File: config.mk
export PLATFORM = sky130hd
export DESIGN_NAME = player_collision_detector
export DESIGN_NICKNAME = d
export VERILOG_FILES = /design/src/rtl/game_pkg.sv /design/src/rtl/overlap_qualifier.sv /design/src/rtl/player_collision_detector.sv
export SDC_FILE = /design/constraint.sdc
export NUM_CORES = 1
export LEC_CHECK = 0
export CORE_UTILIZATION = 56
export CTS_CLUSTER_DIAMETER = 60
export CTS_CLUSTER_SIZE = 40
export DETAILED_ROUTE_END_ITERATION = 10
export PLACE_DENSITY = 0.78
export SYNTH_ARGS = -nofsm -noshare
export SYNTH_HDL_FRONTEND = slang
export SYNTH_SLANG_ARGS = --single-unit
File: constraint.sdc
create_clock -name clk -period 2.35 [get_ports clk]
set_clock_uncertainty 0.05 [all_clocks]
set_input_delay 0.235 -clock clk [delete_from_list [all_inputs] [get_ports clk]]
set_output_delay 0.235 -clock clk [all_outputs]
set_load 0.005 [all_outputs]
File: src/rtl/game_pkg.sv
// game_pkg: category indices, edge-bit positions and detector state shared by the collision logic
package game_pkg;
  localparam int N_CAT = 4;
  localparam int CAT_ROPE = 0;
  localparam int CAT_FRUIT = 1;
  localparam int CAT_ENEMY = 2;
  localparam int CAT_BORDER = 3;
  localparam int EDGE_LEFT = 0;
  localparam int EDGE_TOP = 1;
  localparam int EDGE_RIGHT = 2;
  localparam int EDGE_BOTTOM = 3;
  typedef enum logic {WAIT_SOF, ACTIVE} det_state_t;
endpackage

File: src/rtl/overlap_qualifier.sv
// overlap_qualifier: per-frame saturating overlap counter that fires a single registered pulse at threshold
module overlap_qualifier #(
  parameter int MIN_OVERLAP_PIXELS = 4,
  parameter int CNT_W = 8
) (
  input  logic clk,
  input  logic resetN,
  input  logic clear,
  input  logic enable,
  input  logic hit,
  output logic pulse,
  output logic fired
);
  localparam logic [CNT_W-1:0] MIN = CNT_W'(MIN_OVERLAP_PIXELS);
  logic [CNT_W-1:0] cnt, base_cnt, nxt_cnt;
  logic base_fired, step, reach;
  // a clear coincident with a hit restarts the frame and counts that hit as its first pixel
  always_comb begin
    base_cnt = clear ? '0 : cnt;
    base_fired = clear ? 1'b0 : fired;
    step = enable & hit & (base_cnt < MIN);
    nxt_cnt = base_cnt + CNT_W'(step);
    reach = step & (nxt_cnt == MIN);
  end
  always_ff @(posedge clk or negedge resetN)
    if (!resetN) begin
      cnt <= '0;
      fired <= 1'b0;
      pulse <= 1'b0;
    end else begin
      cnt <= nxt_cnt;
      fired <= base_fired | reach;
      pulse <= reach & ~base_fired;
    end
endmodule

File: src/rtl/player_collision_detector.sv
// player_collision_detector: qualifies player overlaps per frame into hit pulses and a latched frame summary
module player_collision_detector
  import game_pkg::*;
#(
  parameter int MIN_OVERLAP_PIXELS = 4,
  parameter int CNT_W = 8
) (
  input  logic       clk,
  input  logic       resetN,
  input  logic       startOfFrame,
  input  logic       playerDrawRequest,
  input  logic       ropeDrawRequest,
  input  logic       fruitDrawRequest,
  input  logic [3:0] HitEdgeCode,
  input  logic       enemyDrawRequest,
  input  logic       borderDrawRequest,
  output logic       ropeHit,
  output logic       fruitHit,
  output logic       enemyHit,
  output logic       borderHit,
  output logic [3:0] frameSummary,
  output logic [3:0] ropeEdgeSummary,
  output logic       summaryValid
);
  det_state_t state, state_nxt;
  logic active, clear;
  logic [N_CAT-1:0] req, ov, pulse, fired;
  logic [3:0] rope_code, edge_acc;
  always_ff @(posedge clk or negedge resetN)
    if (!resetN) state <= WAIT_SOF;
    else state <= state_nxt;
  always_comb state_nxt = (state == WAIT_SOF && startOfFrame) ? ACTIVE : state;
  always_comb begin
    active = state == ACTIVE;
    clear = active & startOfFrame;
  end
  assign req = {borderDrawRequest, enemyDrawRequest, fruitDrawRequest, ropeDrawRequest};
  assign ov = {N_CAT{playerDrawRequest}} & req;
  assign rope_code = ov[CAT_ROPE] ? HitEdgeCode : 4'b0;
  for (genvar g = 0; g < N_CAT; g++) begin : g_cat
    overlap_qualifier #(.MIN_OVERLAP_PIXELS(MIN_OVERLAP_PIXELS), .CNT_W(CNT_W)) u_q (
      .clk(clk),
      .resetN(resetN),
      .clear(clear),
      .enable(active),
      .hit(ov[g]),
      .pulse(pulse[g]),
      .fired(fired[g])
    );
  end
  assign ropeHit = pulse[CAT_ROPE];
  assign fruitHit = pulse[CAT_FRUIT];
  assign enemyHit = pulse[CAT_ENEMY];
  assign borderHit = pulse[CAT_BORDER];
  // the summary captures the old frame's flags; edge_acc restarts with any coincident rope overlap
  always_ff @(posedge clk or negedge resetN)
    if (!resetN) begin
      edge_acc <= '0;
      frameSummary <= '0;
      ropeEdgeSummary <= '0;
      summaryValid <= 1'b0;
    end else begin
      edge_acc <= clear ? rope_code : active ? (edge_acc | rope_code) : edge_acc;
      if (clear) begin
        frameSummary <= fired;
        ropeEdgeSummary <= edge_acc;
        summaryValid <= 1'b1;
      end
    end
endmodule

# Word-level counts from Yosys, hierarchy flattened
# Cells that the tools add are included.
[totals] register_bits=54 in_bits=12 word_cells=70
[classes] n_addsub=4 n_lt_le_gt_ge=4 n_eq_ne=4 n_mux=11 bitwise_logic=28 n_reduce_logical=2
[op_table] operator="8-bit by 1-bit adder with 8-bit output" n=4
[op_table] operator="8-bit by 3-bit == test with 1-bit output, second input constant" n=4
[op_table] operator="8-bit by 3-bit less-than comparator with 1-bit output, second input constant" n=4
[op_table] operator="8-bit two-way mux" n=4
[op_table] operator="1-bit AND" n=17
[op_table] operator="4-bit two-way mux" n=3
[op_table] operator="1-bit NOT" n=5
[op_table] operator="4-bit AND" n=1
[op_table] operator="1-bit two-way mux" n=4
[op_table] operator="1-bit bitwise OR" n=4
[op_table] operator="4-bit bitwise OR" n=1
[op_table] operator="2-bit nonzero test" n=1
[op_table] operator="1-bit logical AND" n=1

# Logic depth before layout (Yosys ltp)
[logic_depth] word_depth=8 ltp_mapped=10 ltp_nobuf=8

# Cells and area by module
# A second synthesis with hierarchy kept.
[unflattened] cells_unflattened=228 area_unflattened_um2=2605.0
[modules_own_cells] mod="overlap_qualifier" n_inst=4 cells_per_inst=48 area_each_um2=510.5
[modules_own_cells] mod="player_collision_detector" n_inst=1 cells_per_inst=36 area_each_um2=563.0

# Worst setup path before layout
# Ideal clock, no wire load.
[synth_path] kind="register -> register" startpoint="register state, in the netlist active" endpoint="register g_cat[1].u_q.fired" setup_time_ns=0.101 arrival_time_ns=1.938 required_ns=2.199 path_slack_ns=0.261 path_stages_with_launch=11 path_buffers=2 synth_period_minus_slack_ns=2.089 cell_sequence="dfrtp_1 > and2_4 > buf_6 > buf_4 > a21oi_1 > nor2_1 > ha_1 > ha_1 > nor2_1 > nand4_1 > o32ai_1"
[synth_between] elab_chain_len=8 word_cells_on_any_way=10
[synth_lines] element="from (decl)" line_no="player_collision_detector.sv:25" source="det_state_t state, state_nxt;"
[synth_lines] element="from (signal assigned)" line_no="player_collision_detector.sv:31" source="else state <= state_nxt;"
[synth_lines] element="1-bit AND" line_no="player_collision_detector.sv:35" source="clear = active & startOfFrame;"
[synth_lines] element="8-bit two-way mux" line_no="overlap_qualifier.sv:19" source="base_cnt = clear ? '0 : cnt;"
[synth_lines] element="8-bit by 3-bit less-than comparator with 1-bit output" line_no="overlap_qualifier.sv:21" source="step = enable & hit & (base_cnt < MIN);"
[synth_lines] element="1-bit AND" line_no="overlap_qualifier.sv:21"
[synth_lines] element="8-bit by 1-bit adder with 8-bit output (*)" line_no="overlap_qualifier.sv:22" source="nxt_cnt = base_cnt + CNT_W'(step);"
[synth_lines] element="net g_cat[1].u_q.nxt_cnt[1]" line_no="overlap_qualifier.sv:15" source="logic [CNT_W-1:0] cnt, base_cnt, nxt_cnt;"
[synth_lines] element="8-bit by 3-bit == test with 1-bit output (*)" line_no="overlap_qualifier.sv:23" source="reach = step & (nxt_cnt == MIN);"
[synth_lines] element="1-bit AND (*)" line_no="overlap_qualifier.sv:23"
[synth_lines] element="1-bit bitwise OR (*)" line_no="overlap_qualifier.sv:32" source="fired <= base_fired | reach;"
[synth_lines] element="to (signal assigned)" line_no="overlap_qualifier.sv:32"
[synth_lines] element="to (decl)" line_no="overlap_qualifier.sv:12" source="output logic fired"
# Mark *: on every way through the listed nets, which the timed path passes. The rest lies on a longest branch.
# A chain may end at the register's enable or synchronous reset.

# Worst setup path after layout
[layout_path] startpoint="register g_cat[1].u_q.cnt[2]" endpoint="register g_cat[1].u_q.cnt[6]"
[layout_between] elab_chain_len=4
[layout_lines] element="from (decl)" line_no="overlap_qualifier.sv:15"
[layout_lines] element="from (signal assigned)" line_no="overlap_qualifier.sv:31" source="cnt <= nxt_cnt;"
[layout_lines] element="8-bit two-way mux (*)" line_no="overlap_qualifier.sv:19"
[layout_lines] element="8-bit by 3-bit less-than comparator with 1-bit output" line_no="overlap_qualifier.sv:21"
[layout_lines] element="1-bit AND" line_no="overlap_qualifier.sv:21"
[layout_lines] element="8-bit by 1-bit adder with 8-bit output (*)" line_no="overlap_qualifier.sv:22"
[layout_lines] element="net g_cat[1].u_q.nxt_cnt[6]" line_no="overlap_qualifier.sv:15"
# Marks and branches as above.

==> results.yml <==
floorplanning:
  die_w_um: 68.3
  initial_core_util_pct: 59.9
  rows: 23
  core_mm2: 0.00412
  dieHeight_um: 68.3
  io_pins: 25
  die_area_mm2: 0.00467
place:
  gp_congestion: 0.812
  dp.final_hpwl_um: 3420
  port_buffers: 24
  pre_cts_ws_ns: -0.103
clock_network:
  tritoncts: "built"
  cts_setup_buffers: 0
  clockBufferDepth: 2
  htreeDepth: 2
  clock_sinks: 54
  clock_latency_ns: 0.31
  path_clk_slew_ns: 0.10
  cts-root-buf: "clkbuf_8"
  cts_made_buffers: 5
routing:
  via_count: 1899
  postRouteAntennaNets: 0
  drt-total-wl_um: 4860
  avgViaCountPerCell: 5.70
  drc: 0
  drt-pass1-iter-count: 4
  wl_per_cell_um: 14.6
  drtIter0Drc: 181
timing:
  finalWorstSetupSlack_ns: 0.123
  finalHoldViolations: 0
  fin_crit_ns: 2.23
  relSlewSlack_pct: 49.2
  max_freq_mhz: 449
  worstMarginPinSlew_ns: 0.762
  setup_viol: 0
  finalCritPeriodShare_pct: 94.8
  drv_slew: 0
  timing.hold.ws_ns: 0.426
  setup_tns_ns: 0
logic_synthesis:
  syn_inst: 246
  synth_flop_cell: "dfrtp_1"
  yosysTopAreaCell: "dfrtp_1"
  synth_cell_types: 29
  syn-cell-area_mm2: 0.00246
  synth-seq-cells: 54
  synth_sequential_area_ratio_pct: 54.8
  yosysMostFrequentCell: "dfrtp_1"
  synthTopCellsByArea: "dfrtp_1 (55%), ha_1 (4.1%), nand2_1 (3.7%)"
  synth_common_cells: "dfrtp_1 (54), nand2_1 (24), nor2_1 (17)"
  syn_area_per_cell_um2: 10.0
  synth_fp_nets: 266
  yosys_warnings: 0
  synth_edf_count: 0
  async_flop_share_pct: 100
  synth.top_cell.area_share_pct: 54.8
global_route:
  groute.layer.met1.usage_pct: 30.6
  track_usage_pct: 23.6
  grt_pass1_vias: 1783
  antenna_found_initial: 0
  met3_usage_pct: 5.17
  grt_pass1_wl_um: 7910
  grt_busiest_layer: "met2"
  grt_max_degree: 36
  grt-ovfl-total: 0
  grt_use_met2_pct: 37.5
setup_path:
  cp-start-kind: "register"
  end_kind: "register"
  critPathKind: "reg -> reg"
  cp.arrival_ns: 2.42
  cp_max_fo: 5
  crit_required_ns: 2.54
power:
  power_density_mw_per_mm2: 586
  fin_total_pwr_mw: 1.74
  p_leak_nw: 1.32
  peakVddDrop_mv: 0.627
flow_run:
  maxCapViolCount: 0
layout:
  diodes: 0
  drive_above_1_share_pct: 10.2
  synthToLayoutAreaGrowth_pct: 20.7
  final_util_pct: 72.3
  fin_nets: 302
worst_hold_path:
  min_path_type: "reg -> reg"
run_status:
  status: "complete, no violations"
## path summary, 6_finish.rpt
| kind | startpoint | end | slack (ns) | cells past startpoint |
|---|---|---|---|---|
| hold reg to reg | summaryValid$_DFFE_PN0P_ | summaryValid$_DFFE_PN0P_ | 0.43 | 1 |
| hold / removal | summaryValid$_DFFE_PN0P_ | summaryValid$_DFFE_PN0P_ | 0.43 | 1 |
| setup / recovery | g_cat[1].u_q.cnt[2]$_DFF_PN0_ | g_cat[1].u_q.cnt[6]$_DFF_PN0_ | 0.12 | 8 |
| setup reg to reg | g_cat[1].u_q.cnt[2]$_DFF_PN0_ | g_cat[1].u_q.cnt[6]$_DFF_PN0_ | 0.12 | 8 |
| max in group asynchronous | resetN | g_cat[2].u_q.cnt[5]$_DFF_PN0_ | 1.09 | 3 |
| min in group asynchronous | resetN | g_cat[3].u_q.cnt[7]$_DFF_PN0_ | 0.49 | 2 |
## area by class of cell
type | instances | area, µm²
clock buffer | 6 | 72.6
multi-input combinational | 168 | 1050
fill | 305 | 1140
timing repair buffer | 39 | 350
inverter | 14 | 52.6
sequential | 54 | 1350
tap | 50 | 62.6
clock inverter | 2 | 37.5
## repair_timing
action                                 in CTS  in global routing
hold buffers                                1                  0
gates resized for setup                     0                  7
endpoints found under the hold margin      33                  0
setup endpoints to repair                   0                  9
## flip-flops by register name (all words and copies together) (netlist names)
name,count
active,1
edge_acc,4
frameSummary,4
g_cat.u_q.cnt,32
g_cat.u_q.fired,4
g_cat.u_q.pulse,4
ropeEdgeSummary,4
summaryValid,1
## per-layer routing
metal	up-vias	routed length, µm
li1	941	-
met4	0	76
met1	906	2220
met2	45	2350
met3	7	209
met5	-	0
## through the flow
step | instances | instance area, µm²
2_1_floorplan | 246 | 2460
3_3_place_gp | 324 | 2820
3_5_place_dp | 324 | 2820
4_1_cts | 333 | 2940
5_1_grt | 333 | 2970
6_report | 333 | 2970
## power breakdown
group,internal (mW),switching (mW)
clock network,0.318,0.312
registers,0.956,0.0126
logic,0.0674,0.0762
## cells by family (layout without fill, tap and decap cells)
family | count (synthesis) | after routing | synth area share, %
buffers and inverters | 24 | 61 | 4.26
flip-flops | 54 | 54 | 54.8
AND/OR/NAND/NOR | 100 | 100 | 20.5
XOR/XNOR | 12 | 12 | 4.26
adder cells (fa/ha/maj) | 8 | 8 | 4.06
AO/OA/AOI/OAI | 48 | 48 | 12.1
## worst max-delay path, stage by stage (launching register included)
cell and delay, ns:
dfrtp_2 0.47, nor4_4 0.31, a21oi_1 0.13, nor2_1 0.13, ha_1 0.21, ha_1 0.22, nand3_1 0.11, or3_1 0.36
a21oi_1 0.16
## placed cells by master (no fill, tap or decap), types with 2 or more instances in the layout
cell / synthesis / final
ha_1: 8 / 8
a22o_1: 4 / 4
a21oi_1: 16 / 16
or3_1: 7 / 7
dfrtp_1: 54 / 53
and2_1: 9 / 8
a31oi_1: 4 / 4
clkdlybuf4s50_1: 0 / 23
o32ai_1: 4 / 4
xor2_1: 4 / 4
a21boi_0: 4 / 4
o21ai_0: 11 / 11
inv_1: 14 / 14
nand3_1: 16 / 16
o31ai_1: 5 / 5
nor2_1: 17 / 17
nor4_4: 0 / 2
nand4_1: 6 / 6
xnor2_1: 8 / 8
or4_1: 5 / 5
buf_4: 1 / 14
clkbuf_8: 0 / 5
nand2b_1: 5 / 5
nand2_1: 24 / 24
nor3_1: 5 / 5
No activity file was read; power rests on OpenSTA's default activity.
